File: config.mk
export PLATFORM = sky130hd
export DESIGN_NAME = t_ff_counter_flat
export DESIGN_NICKNAME = d
export VERILOG_FILES = /design/src/rtl/t_ff_counter_if.sv /design/src/rtl/t_ff_counter.sv /design/src/flat_wrapper.sv
export SDC_FILE = /design/constraint.sdc
export NUM_CORES = 1
export LEC_CHECK = 0
export CAP_MARGIN = 20
export CORE_AREA = 2 2 39 41
export CTS_BUF_LIST = sky130_fd_sc_hd__clkbuf_16
export DETAILED_ROUTE_END_ITERATION = 12
export DIE_AREA = 0 0 41 43
export PLACE_DENSITY_LB_ADDON = 0.05
export SLEW_MARGIN = 20
export SYNTH_ARGS = -nofsm -noshare
export SYNTH_HDL_FRONTEND = slang
export SYNTH_SLANG_ARGS = --single-unit
File: constraint.sdc
create_clock -name clk -period 1.79 [get_ports clk]
set_input_delay 0.537 -clock clk [delete_from_list [all_inputs] [get_ports clk]]
set_output_delay 0.537 -clock clk [all_outputs]
set_load 0.005 [all_outputs]
File: src/rtl/t_ff_counter_if.sv
// Control/status bundle for t_ff_counter: load/count controls in, count and flags out.
interface t_ff_counter_if #(
    parameter int WIDTH = 4
);
    logic             en;
    logic             up_dn;
    logic             load;
    logic [WIDTH-1:0] d;
    logic [WIDTH-1:0] q;
    logic [WIDTH-1:0] t_vec;
    logic             tc;
    logic             wrap;

    modport master (
        output en, up_dn, load, d,
        input  q, t_vec, tc, wrap
    );

    modport slave (
        input  en, up_dn, load, d,
        output q, t_vec, tc, wrap
    );
endinterface

File: src/rtl/t_ff_counter.sv
// Up/down modulo counter built from WIDTH T flip-flop stages driven by a toggle-vector generator.
// Define T_CNT_SAT_EN to saturate at terminal count instead of wrapping (wrap is then tied low).
module t_ff_counter #(
    parameter int WIDTH  = 4,
    parameter int MODULO = 16
) (
    input  logic          clk,
    input  logic          rst_n,
    t_ff_counter_if.slave bus
);
    localparam logic [WIDTH-1:0] MAX_Q = WIDTH'(MODULO - 1);

    logic [WIDTH-1:0] q_p0;
    logic [WIDTH-1:0] t_vec;
    logic [WIDTH-1:0] ld_val;
    logic             q_oor;
    logic             d_oor;
    logic             at_term;
    logic             tc;
    logic             wrap_p1;

    function automatic logic [WIDTH-1:0] clamp_load(input logic [WIDTH-1:0] v, input logic over);
        return over ? MAX_Q : v;
    endfunction

    function automatic logic [WIDTH-1:0] up_toggles(input logic [WIDTH-1:0] v);
        logic             carry;
        logic [WIDTH-1:0] t;
        carry = 1'b1;
        t     = '0;
        for (int i = 0; i < WIDTH; i++) begin
            t[i]  = carry;
            carry = carry & v[i];
        end
        return t;
    endfunction

    function automatic logic [WIDTH-1:0] down_toggles(input logic [WIDTH-1:0] v);
        logic             borrow;
        logic [WIDTH-1:0] t;
        borrow = 1'b1;
        t      = '0;
        for (int i = 0; i < WIDTH; i++) begin
            t[i]   = borrow;
            borrow = borrow & ~v[i];
        end
        return t;
    endfunction

    // Range checks exist only when MODULO leaves unused codes; otherwise they are constant 0.
    generate
        if (MODULO < (2 ** WIDTH)) begin : g_partial_range
            assign q_oor = (q_p0 > MAX_Q);
            assign d_oor = (bus.d > MAX_Q);
        end else begin : g_full_range
            assign q_oor = 1'b0;
            assign d_oor = 1'b0;
        end
    endgenerate

    assign ld_val = clamp_load(bus.d, d_oor);

    always_comb begin
        at_term = bus.up_dn ? (q_p0 == MAX_Q) : (q_p0 == '0);
        tc      = bus.en & ~bus.load & at_term;
    end

    always_comb begin
        t_vec = '0;
        if (bus.load) begin
            t_vec = q_p0 ^ ld_val;
        end else if (bus.en) begin
            if (q_p0 > MAX_Q || q_oor) begin
                // Recovery from an illegal code: up lands on 0, down lands on MAX_Q.
                t_vec = bus.up_dn ? q_p0 : (q_p0 ^ MAX_Q);
            end else if (at_term) begin
`ifdef T_CNT_SAT_EN
                t_vec = '0;
`else
                t_vec = bus.up_dn ? q_p0 : (q_p0 ^ MAX_Q);
`endif
            end else begin
                t_vec = bus.up_dn ? up_toggles(q_p0) : down_toggles(q_p0);
            end
        end
    end

    // Stage p0: one T flip-flop per bit; every state change is a toggle.
    generate
        for (genvar i = 0; i < WIDTH; i++) begin : g_tff
            always_ff @(posedge clk or negedge rst_n) begin
                if (!rst_n) begin
                    q_p0[i] <= 1'b0;
                end else begin
                    q_p0[i] <= q_p0[i] ^ t_vec[i];
                end
            end
        end
    endgenerate

    // Stage p1: wrap flags the cycle following a wrapping edge.
`ifdef T_CNT_SAT_EN
    assign wrap_p1 = 1'b0;
`else
    always_ff @(posedge clk or negedge rst_n) begin
        if (!rst_n) begin
            wrap_p1 <= 1'b0;
        end else begin
            wrap_p1 <= tc;
        end
    end
`endif

    assign bus.q     = q_p0;
    assign bus.t_vec = t_vec;
    assign bus.tc    = tc;
    assign bus.wrap  = wrap_p1;
endmodule

File: src/flat_wrapper.sv
// flat-port wrapper written by rule: the top's interface ports become plain ports
module t_ff_counter_flat 
#(
    parameter int WIDTH  = 4,
    parameter int MODULO = 16
)
  (clk, rst_n, bus_en, bus_up_dn, bus_load, bus_d, bus_q, bus_t_vec, bus_tc, bus_wrap);
  t_ff_counter_if #(.WIDTH(WIDTH)) bus_i ();
  input  logic clk;
  input  logic rst_n;
  input wire logic [$bits(bus_i.en)-1:0] bus_en;
  input wire logic [$bits(bus_i.up_dn)-1:0] bus_up_dn;
  input wire logic [$bits(bus_i.load)-1:0] bus_load;
  input wire logic [$bits(bus_i.d)-1:0] bus_d;
  output wire logic [$bits(bus_i.q)-1:0] bus_q;
  output wire logic [$bits(bus_i.t_vec)-1:0] bus_t_vec;
  output wire logic [$bits(bus_i.tc)-1:0] bus_tc;
  output wire logic [$bits(bus_i.wrap)-1:0] bus_wrap;
  assign bus_i.en = bus_en;
  assign bus_i.up_dn = bus_up_dn;
  assign bus_i.load = bus_load;
  assign bus_i.d = bus_d;
  assign bus_q = bus_i.q;
  assign bus_t_vec = bus_i.t_vec;
  assign bus_tc = bus_i.tc;
  assign bus_wrap = bus_i.wrap;
  t_ff_counter #(.WIDTH(WIDTH), .MODULO(MODULO)) u_core (.clk(clk), .rst_n(rst_n), .bus(bus_i));
endmodule
# Word-level counts from Yosys, hierarchy flattened
# Index checks and enable logic that the tools add are counted.
# totals
regBits,5
inputBits,9
output_inout_bits,10
word_cells,31
# op_classes
magnitude_cmp,1
n_eq_ne,1
mux,7
bitwise,16
n_reduce_logical,1
# op_table
cell,count
two-way mux 4 bit,6
bitwise AND 1 bit,6
equality test 4 bit (second input constant),1
> comparator 4 bit (second input constant),1
zero test 4 bit,1
inverter 1 bit,4
inverter 4 bit,1
XOR 1 bit,4
XOR 4 bit,1
two-way mux 1 bit,1

# Depth between registers and ports, before layout
# Gate-level depths: netlist of run 1.
# logic_depth
ltp_word,9
mapped_depth,4
mapped_depth_nobuf,3

# Worst setup path before layout of run 1
# OpenSTA, ideal clock, no wires.
# synth_timing
kind,in2out
startpoint,input port bus_up_dn
endpoint,output port bus_t_vec[3]
arrival_time_ps,1264
t_required_ps,1253
slack_ps,-11
stages,3
n_path_buf,0
path_cell_list,or4_4 nand2_1 a22o_1
# synth_between
elab_chain_len,5
word_cells_on_any_way,7
cone_classes,mux: 7
# synth_lines
item,line_no,rtl
from (decl),flat_wrapper.sv:12,input wire logic [$bits(bus_i.up_dn)-1:0] bus_up_dn;
two-way mux 4 bit (tied with other cells),t_ff_counter.sv:83,t_vec = bus.up_dn ? up_toggles(q_p0) : down_toggles(q_p0);
two-way mux 4 bit,t_ff_counter.sv:76,end else if (at_term) begin
two-way mux 4 bit (*),t_ff_counter.sv:73,if (q_p0 > MAX_Q || q_oor) begin
two-way mux 4 bit (*),t_ff_counter.sv:72,end else if (bus.en) begin
two-way mux 4 bit (*),t_ff_counter.sv:70,if (bus.load) begin
to (decl),flat_wrapper.sv:16,output wire logic [$bits(bus_i.t_vec)-1:0] bus_t_vec;
# Mark *: on every way between the ends. The rest lies on a longest branch, timed or not.

# Final worst setup path of run 1
# Ends and elaborated chain as after synthesis.

==> results of run 1 <==
-- final timing paths --
check	from	end	slack [ns]	cells after the start
setup / recovery	bus_up_dn	bus_t_vec[3]	-0.21	5
hold / removal	rst_n	u_core.bus.wrap	0.54	1
setup reg to reg	u_core.bus.q[0]	u_core.bus.q[3]	0.21	4
hold reg to reg	u_core.bus.q[1]	u_core.bus.q[1]	0.63	2
max in group asynchronous	rst_n	u_core.bus.q[1]	1.03	1
min in group clk	u_core.bus.q[1]	u_core.bus.q[1]	0.63	2
-- metrics by stage --
stage	total power [W]	cells	utilization (%)
CTS	0.00105	95	57.6
global route	0.00120	99	61.7
finish	0.00115	99	61.7
global placement	0.000636	85	48.1
floorplan	0.000384	39	-
detailed placement	0.000647	85	48.1
-- cell type report --
cell class	instances	area share, %
Timing Repair Buffer	42	41.6
Multi-Input combinational cell	31	31.5
Sequential cell	5	14.8
Clock buffer	3	8.80
Tap cell	16	2.35
Clock inverter	1	0.440
Inverter	1	0.440
-- worst max-delay path: cells and delay by family --
| kind | cells | cell delay (ns) |
|---|---|---|
| AND/OR/NAND/NOR | 2 | 0.59 |
| AO/OA/AOI/OAI | 1 | 0.12 |
| buffers and inverters | 2 | 0.21 |
-- timing repair --
item | CTS | global route
resized for setup | 47 | 9
endpoints found under the setup margin | 9 | 7
pin swaps | 10 | 3
gates cloned | 0 | 0
buffers inserted | 6 | 4
-- report_power, final --
group	internal (W)	switching, W	leakage (nW)	total, W
Clock	0.000290	0.0000805	0.0423	0.000371
Combinational	0.000354	0.000227	0.332	0.000580
Sequential	0.000152	0.0000419	0.0601	0.000194
-- registers in the layout (all words and copies together) (netlist names) --
register / count
u_core.bus.wrap: 1
u_core.bus.q: 4
-- layer usage --
metal	vias up	part of all wire, %
met5	-	0
met4	0	3.0
met3	6	4.4
met2	14	52
met1	226	40
li1	235	-
-- cells in the final DEF, fill, tap and decap left out, types with 2 or more instances in the layout --
| cell | count |
|---|---|
| a22o_1 | 2 |
| buf_2 | 5 |
| buf_4 | 19 |
| buf_6 | 5 |
| clkbuf_16 | 3 |
| clkdlybuf4s50_1 | 3 |
| dfrtp_1 | 4 |
| dlygate4sd2_1 | 6 |
| inv_1 | 2 |
| o21ai_2 | 2 |
| xor2_1 | 6 |
-- kinds of logic after synthesis --
kind of cell	share of synthesized area, %
and+or+nand+nor	23.3
AOI/OAI and AO/OA	22.0
xor gates and xnor gates	16.3
DFF	33.3
buffers and inverters	5.00
==> flow_metrics.py, run 1 <==
metrics = {
    "global_route": {
        "met2_usage_pct": 32.5,
        "grt.busiest_layer": "met2",
        "grt_pass1_vias": 455,
        "globalRoute.totalOverflow": 0,
        "grt_pass1_wl_mm": 2.20,
        "grtUsageTotal_pct": 19.9,
        "antenna_found_initial": 0,
        "met3_usage_pct": 3.14,
        "grt_max_degree": 7,
        "met1_usage_pct": 21.6,
    },
    "setup_path": {
        "critPathMaxFanout": 6,
        "required_ns": 1.25,
        "critPathCaptureType": "output port",
        "critPathLaunchType": "input port",
        "worstSetupPathType": "in2out",
        "worst_ep_arrival_time_ns": 1.46,
        "cpPeakStageDelay_ns": 0.53,
        "crit_slowest_cell": "or4_4",
        "crit_chain": "buf_8 > or4_4 > nand2_2 > a22o_1 > buf_2",
    },
    "die": {
        "num_rows": 14,
        "start_util_pct": 27.1,
        "die_width_um": 41,
        "die-area_mm2": 0.00176,
        "die_y_um": 43,
        "ios": 19,
        "core-area_mm2": 0.00138,
    },
    "synth": {
        "ys_types": 26,
        "yosysWarnings": 0,
        "yosys-top-cells-count": "6 x xor2_1, 5 x dfrtp_1",
        "syn_area_um2": 375,
        "synth_edf_count": 0,
        "ys_top_cells_by_area": "dfrtp_1 33%, xor2_1 14%, a22o_1 4.7%, a2111oi_2 4.0%, nor2b_1 3.3%",
        "async_flop_share_pct": 100,
        "ys_ff_latch": 5,
        "yosysMostFrequentCell": "xor2_1",
        "yosysSeqAreaShare_pct": 33.3,
        "synth_top_area_cell": "dfrtp_1",
        "postSynthAreaPerCell_um2": 9.62,
        "synthesis.instances": 39,
        "synth_fp_nets": 48,
        "synthFlopType": "dfrtp_1",
        "yosysTopAreaCellShare_pct": 33.3,
    },
    "cts": {
        "clk_latency_ns": 0.23,
        "numCtsBuffers": 3,
        "h-tree-depth": 1,
        "hold_buffers": 0,
        "clock_sinks": 5,
        "max-clock-path-buffers": 2,
        "clk_pin_slew_worst_paths_ns": 0.03,
        "clockRootBuffer": "clkbuf_16",
        "cts_tree": "built",
    },
    "routing": {
        "num_vias": 481,
        "drc": 0,
        "wl_mm": 1.51,
        "drt_iter0_drc": 4,
        "avgViaCountPerCell": 4.86,
        "wl_per_cell_um": 15.3,
        "ant_nets": 0,
        "drtPass1Iterations": 3,
    },
    "sta": {
        "slew_violations": 0,
        "rsz0062_at_grt": "yes",
        "fmax_mhz": 500,
        "min_period_ns": 2.00,
        "tightestPinTransition_ns": 0.250,
        "post-route-period-util_pct": 112,
        "finalWorstSetupSlack_ns": -0.210,
        "tns_ns": -0.768,
        "setup_viol_count_final": 5,
        "whs_ns": 0.540,
        "finalHoldViolCount": 0,
        "slew_headroom_pct": 83.3,
        "fin_skew_ns": 0.000503,
    },
    "power": {
        "leakage_nw": 0.434,
        "power_density_mw_per_mm2": 1340,
        "vdd_drop_max_v": 0.000463,
    },
    "status": {
        "status": "finished with violations",
        "violations": "negative setup slack",
    },
    "flow_run": {
        "drv_cap": 0,
    },
    "cells_and_area": {
        "seqCellArea_um2": 126,
        "fill_cells": 118,
        "diodes": 0,
        "multi_input_comb_area_um2": 269,
        "area_delta_synth_final_pct": 127,
        "stdcell_area_um2": 853,
        "layout.nets": 93,
        "final_layout_size_suffix_gt1_share_pct": 54.2,
    },
    "placed_design": {
        "gp_congestion": 0.809,
        "hpwl_um": 991,
        "io_buffers": 18,
        "post_dp_cell_area_um2": 666,
        "post-place-ws_ns": -1.02,
    },
    "min_path": {
        "hold_path_class": "in2async",
    },
}
(Power assumes the default switching activity.)
==> run 2: changes to the inputs <==
Settings changed: SKIP_CTS_REPAIR_TIMING set to 1.
Clock period 1.79 ns to 1.9 ns, I/O delays scaled along.
==> flow_metrics.py, run 2 (synthesis gave the netlist of run 1 again) <==
metrics = {
    "die": {
        "start_util_pct": 27.1,
        "ios": 19,
        "core-area_mm2": 0.00138,
        "die-area_mm2": 0.00176,
        "die_y_um": 43,
        "num_rows": 14,
        "die_width_um": 41,
    },
    "cells_and_area": {
        "mostFrequentLayoutCells": "13 x buf_4, 7 x clkdlybuf4s50_1, 6 x xor2_1",
        "largest_reg_flops": 4,
        "diodes": 0,
        "final_common_cell": "buf_4",
        "layout.nets": 83,
        "area_delta_synth_final_pct": 104,
        "multi_input_comb_area_um2": 255,
        "final_layout_size_suffix_gt1_share_pct": 42.5,
        "seqCellArea_um2": 126,
        "final_util_pct": 55.3,
        "fill_cells": 131,
    },
    "sta": {
        "slew_headroom_pct": 83.8,
        "slew_violations": 0,
        "tightestPinTransition_ns": 0.242,
        "fin_skew_ns": 0.00258,
        "setup_viol_count_final": 3,
        "finalHoldViolCount": 0,
        "post-route-period-util_pct": 112,
        "rsz0062_at_grt": "yes",
        "min_period_ns": 2.14,
        "fmax_mhz": 468,
        "finalWorstSetupSlack_ns": -0.236,
    },
    "min_path": {
        "hold_path_class": "in2async",
    },
    "placed_design": {
        "hpwl_um": 864,
        "gp_congestion": 0.835,
        "io_buffers": 18,
        "post-place-ws_ns": -1.05,
    },
    "routing": {
        "highest_layer": "met4",
        "avgViaCountPerCell": 4.84,
        "drt_iter0_drc": 3,
        "num_vias": 431,
        "dr_wl_met3_um": 47,
        "drc": 0,
        "wl_mm": 1.19,
        "met1Wirelength_um": 489,
        "ant_nets": 0,
        "drtPass1Iterations": 2,
        "wl_per_cell_um": 13.3,
        "wl_met2_um": 636,
    },
    "setup_path": {
        "critPathMaxFanout": 7,
        "critPathLaunchType": "input port",
        "crit_slowest_cell": "or4_4",
        "worst_ep_arrival_time_ns": 1.57,
        "worstSetupPathType": "in2out",
        "required_ns": 1.33,
        "crit_chain": "buf_8 > or4_4 > nand2_2 > a22o_1 > buf_2",
        "cpPeakStageDelay_ns": 0.54,
        "critPathCaptureType": "output port",
    },
    "global_route": {
        "grt_max_degree": 12,
        "antenna_found_initial": 0,
        "grt_pass1_wl_mm": 1.77,
        "grtUsageTotal_pct": 14.8,
        "globalRoute.totalOverflow": 0,
        "grt_pass1_vias": 403,
    },
    "cts": {
        "clock_sinks": 5,
        "clockRootBuffer": "clkbuf_16",
        "clk_latency_ns": 0.22,
        "h-tree-depth": 1,
        "numCtsBuffers": 3,
        "clk_pin_slew_worst_paths_ns": 0.03,
        "max-clock-path-buffers": 2,
        "cts_tree": "built",
    },
    "power": {
        "clkPwrFrac_pct": 35.0,
        "p_int_w": 0.000681,
        "leakage_nw": 0.408,
        "sequentialPowerShare_pct": 19.7,
        "vdd_drop_max_v": 0.000441,
        "power_frac_comb_pct": 45.3,
        "power_switching_w": 0.000284,
        "power_density_mw_per_mm2": 1260,
        "switching_share_pct": 29.4,
        "p_total_w": 0.000965,
    },
    "status": {
        "status": "finished with violations",
        "violations": "negative setup slack",
    },
    "flow_run": {
        "drv_cap": 0,
    },
}
## run 2: final timing paths
path                       depth (start not counted)             from         endpoint  slack (ns)
max                                                5        bus_up_dn     bus_t_vec[3]       -0.24
min                                                1            rst_n  u_core.bus.q[1]        0.56
max reg2reg                                        4  u_core.bus.q[0]  u_core.bus.q[3]        0.32
min reg2reg                                        2  u_core.bus.q[3]  u_core.bus.wrap        0.60
max in group asynchronous                          1            rst_n  u_core.bus.q[0]        1.14
min in group clk                                   2  u_core.bus.q[3]  u_core.bus.wrap        0.60
## run 2: critical path: cells and delay by family
| kind | cells | cell delay [ns] |
|---|---|---|
| compound gates | 1 | 0.15 |
| simple gates | 2 | 0.63 |
| buf+inv | 2 | 0.22 |
## run 2: layout make-up
type | instances | share of cell area (%)
multi-input combinational | 31 | 33.3
clock inverter | 1 | 0.490
inverter | 1 | 0.490
sequential | 5 | 16.5
tap | 16 | 2.61
clock buffer | 3 | 9.80
timing repair buffer | 32 | 36.8
## run 2: power groups by stage
| stage | sequential [W] | clock, W | combinational (W) |
|---|---|---|---|
| 3_5_place_dp | 0.000179 | 0 | 0.000420 |
| 2_1_floorplan | 0.000188 | 0 | 0.000174 |
| 5_1_grt | 0.000195 | 0.000352 | 0.000477 |
| 3_3_place_gp | 0.000180 | 0 | 0.000414 |
| 4_1_cts | 0.000178 | 0.000343 | 0.000423 |
| 6_report | 0.000190 | 0.000338 | 0.000437 |
## run 2: per-stage QoR
stage / setup TNS (ns) / hold slack (ns) / cell area, um^2 / cells
2_1_floorplan: 0 / 0.274 / 375 / 39
3_3_place_gp: -4.89 / 0.597 / 651 / 83
3_5_place_dp: -5.11 / 0.584 / 651 / 83
4_1_cts: -4.63 / 0.574 / 729 / 87
5_1_grt: -0.679 / 0.585 / 766 / 89
6_report: -0.405 / 0.563 / 766 / 89
## run 2: routing by layer
metal	up-vias	GRT usage, %
met5	-	0
met2	9	22.8
met4	0	8.00
met1	208	17.9
met3	2	3.66
li1	212	-
==> run 3: changes to the inputs <==
Clock period 1.9 ns to 2.3 ns, I/O delays scaled along.
==> flow_metrics.py, run 3 (synthesis gave the netlist of run 1 again) <==
metrics = {
    "cells_and_area": {
        "seqCellArea_um2": 125,
        "layout.nets": 82,
        "largest_reg_flops": 4,
        "final_common_cell": "buf_4",
        "diodes": 0,
        "multi_input_comb_area_um2": 255,
        "fill_cells": 129,
        "final_layout_size_suffix_gt1_share_pct": 37.5,
        "mostFrequentLayoutCells": "13 x buf_4, 7 x dlymetal6s2s_1, 7 x clkdlybuf4s50_1",
        "area_delta_synth_final_pct": 105,
    },
    "setup_path": {
        "worst_ep_arrival_time_ns": 1.70,
        "crit_chain": "buf_8 > or4_4 > nand2_2 > a22o_1 > buf_2",
        "cpPeakStageDelay_ns": 0.54,
        "crit_start": "bus_up_dn",
        "critPathMaxFanout": 7,
        "cp.buffers_inverters": 2,
        "cpLargestDelayFamily": "simple AND/OR/NAND/NOR gates",
        "crit_slowest_cell": "or4_4",
        "critPathLaunchType": "input port",
        "critPathCaptureType": "output port",
        "r2r_slack_ns": 0.72,
        "required_ns": 1.61,
        "r2r-start": "u_core.bus.q[0]",
        "worstSetupPathType": "in2out",
    },
    "global_route": {
        "grt_max_degree": 12,
        "grt_pass1_wl_mm": 1.77,
        "globalRoute.totalOverflow": 0,
        "grt_pass1_vias": 403,
        "grtUsageTotal_pct": 14.8,
        "antenna_found_initial": 0,
    },
    "sta": {
        "fin_skew_ns": 0.00235,
        "finalWorstSetupSlack_ns": -0.0882,
        "slew_violations": 0,
        "tightestPinTransition_ns": 0.279,
        "fmax_mhz": 419,
        "rsz0062_at_grt": "yes",
        "setup_viol_count_final": 1,
        "whs_ns": 0.596,
        "tns_ns": -0.0882,
        "post-route-period-util_pct": 104,
        "min_period_ns": 2.39,
        "finalHoldViolCount": 0,
        "slew_headroom_pct": 81.4,
    },
    "routing": {
        "drtPass1Iterations": 5,
        "wl_per_cell_um": 13.4,
        "ant_nets": 0,
        "num_vias": 428,
        "drc": 0,
        "wl_mm": 1.18,
        "drt_iter0_drc": 3,
        "avgViaCountPerCell": 4.86,
    },
    "status": {
        "status": "finished with violations",
        "violations": "negative setup slack",
    },
    "placed_design": {
        "gp_congestion": 0.835,
        "post-place-ws_ns": -0.887,
        "hpwl_um": 864,
        "io_buffers": 18,
    },
    "die": {
        "ios": 19,
        "num_rows": 14,
        "die_y_um": 43,
        "core-area_mm2": 0.00138,
        "die-area_mm2": 0.00176,
        "start_util_pct": 27.1,
        "die_width_um": 41,
    },
    "cts": {
        "h-tree-depth": 1,
        "clockRootBuffer": "clkbuf_16",
        "max-clock-path-buffers": 2,
        "clock_sinks": 5,
        "clk_pin_slew_worst_paths_ns": 0.03,
        "clk_latency_ns": 0.22,
        "cts_tree": "built",
        "numCtsBuffers": 3,
    },
    "power": {
        "power_density_mw_per_mm2": 1020,
        "leakage_nw": 0.428,
        "vdd_drop_max_v": 0.000364,
    },
    "min_path": {
        "worstHoldStart": "u_core.bus.q[3]",
        "hold_path_class": "reg2reg",
    },
    "flow_run": {
        "drv_cap": 0,
    },
}
## run 3: cell types whose count changed in the layout (fill, tap and decap cells not counted), sizes merged
cell and delta:
clkbuf -1, dlymetal6s2s +2, buf -2
## run 3: where the power goes
| group | switching [W] | total (W) | internal, W | leakage [nW] |
|---|---|---|---|---|
| Combinational | 0.000140 | 0.000350 | 0.000210 | 0.325 |
| Sequential | 0.0000360 | 0.000153 | 0.000117 | 0.0611 |
| Clock | 0.0000531 | 0.000278 | 0.000225 | 0.0423 |
| Total | 0.000229 | 0.000781 | 0.000552 | 0.428 |
## run 3: worst reg2reg max path, stage by stage (launching register included)
cell	delay [ns]
dfrtp_1	0.42
or4_4	0.52
buf_4	0.16
a2111oi_2	0.27
nand3b_1	0.14
## run 3: stage by stage
stage | util [%] | area (um^2) | power, W | std cells
2_1_floorplan | - | 375 | 0.000299 | 39
3_3_place_gp | 47.0 | 651 | 0.000491 | 83
3_5_place_dp | 47.0 | 651 | 0.000494 | 83
4_1_cts | 52.7 | 729 | 0.000780 | 87
5_1_grt | 55.5 | 768 | 0.000830 | 88
6_report | 55.5 | 768 | 0.000781 | 88
## run 3: path summary, 6_finish.rpt
kind	endpoint	cells after the start
max reg2reg	u_core.bus.q[3]	4
min	u_core.bus.wrap	2
max	bus_t_vec[3]	5
min reg2reg	u_core.bus.wrap	2
min in group asynchronous	u_core.bus.q[1]	1
max in group asynchronous	u_core.bus.wrap	1
## run 3: final cells by class
type | count | share of cell area (%)
Inverter | 1 | 0.489
Multi-Input combinational cell | 31 | 33.2
Tap cell | 16 | 2.61
Timing Repair Buffer | 31 | 37.1
Clock buffer | 3 | 9.77
Sequential cell | 5 | 16.3
Clock inverter | 1 | 0.489
## run 3: layer usage
| metal | GRT usage (%) | vias up | wire length [um] |
|---|---|---|---|
| met5 | 0 | - | 0 |
| met4 | 8.00 | 0 | 14 |
| met3 | 3.66 | 2 | 50 |
| met2 | 22.8 | 11 | 630 |
| met1 | 17.9 | 203 | 479 |
| li1 | - | 212 | - |
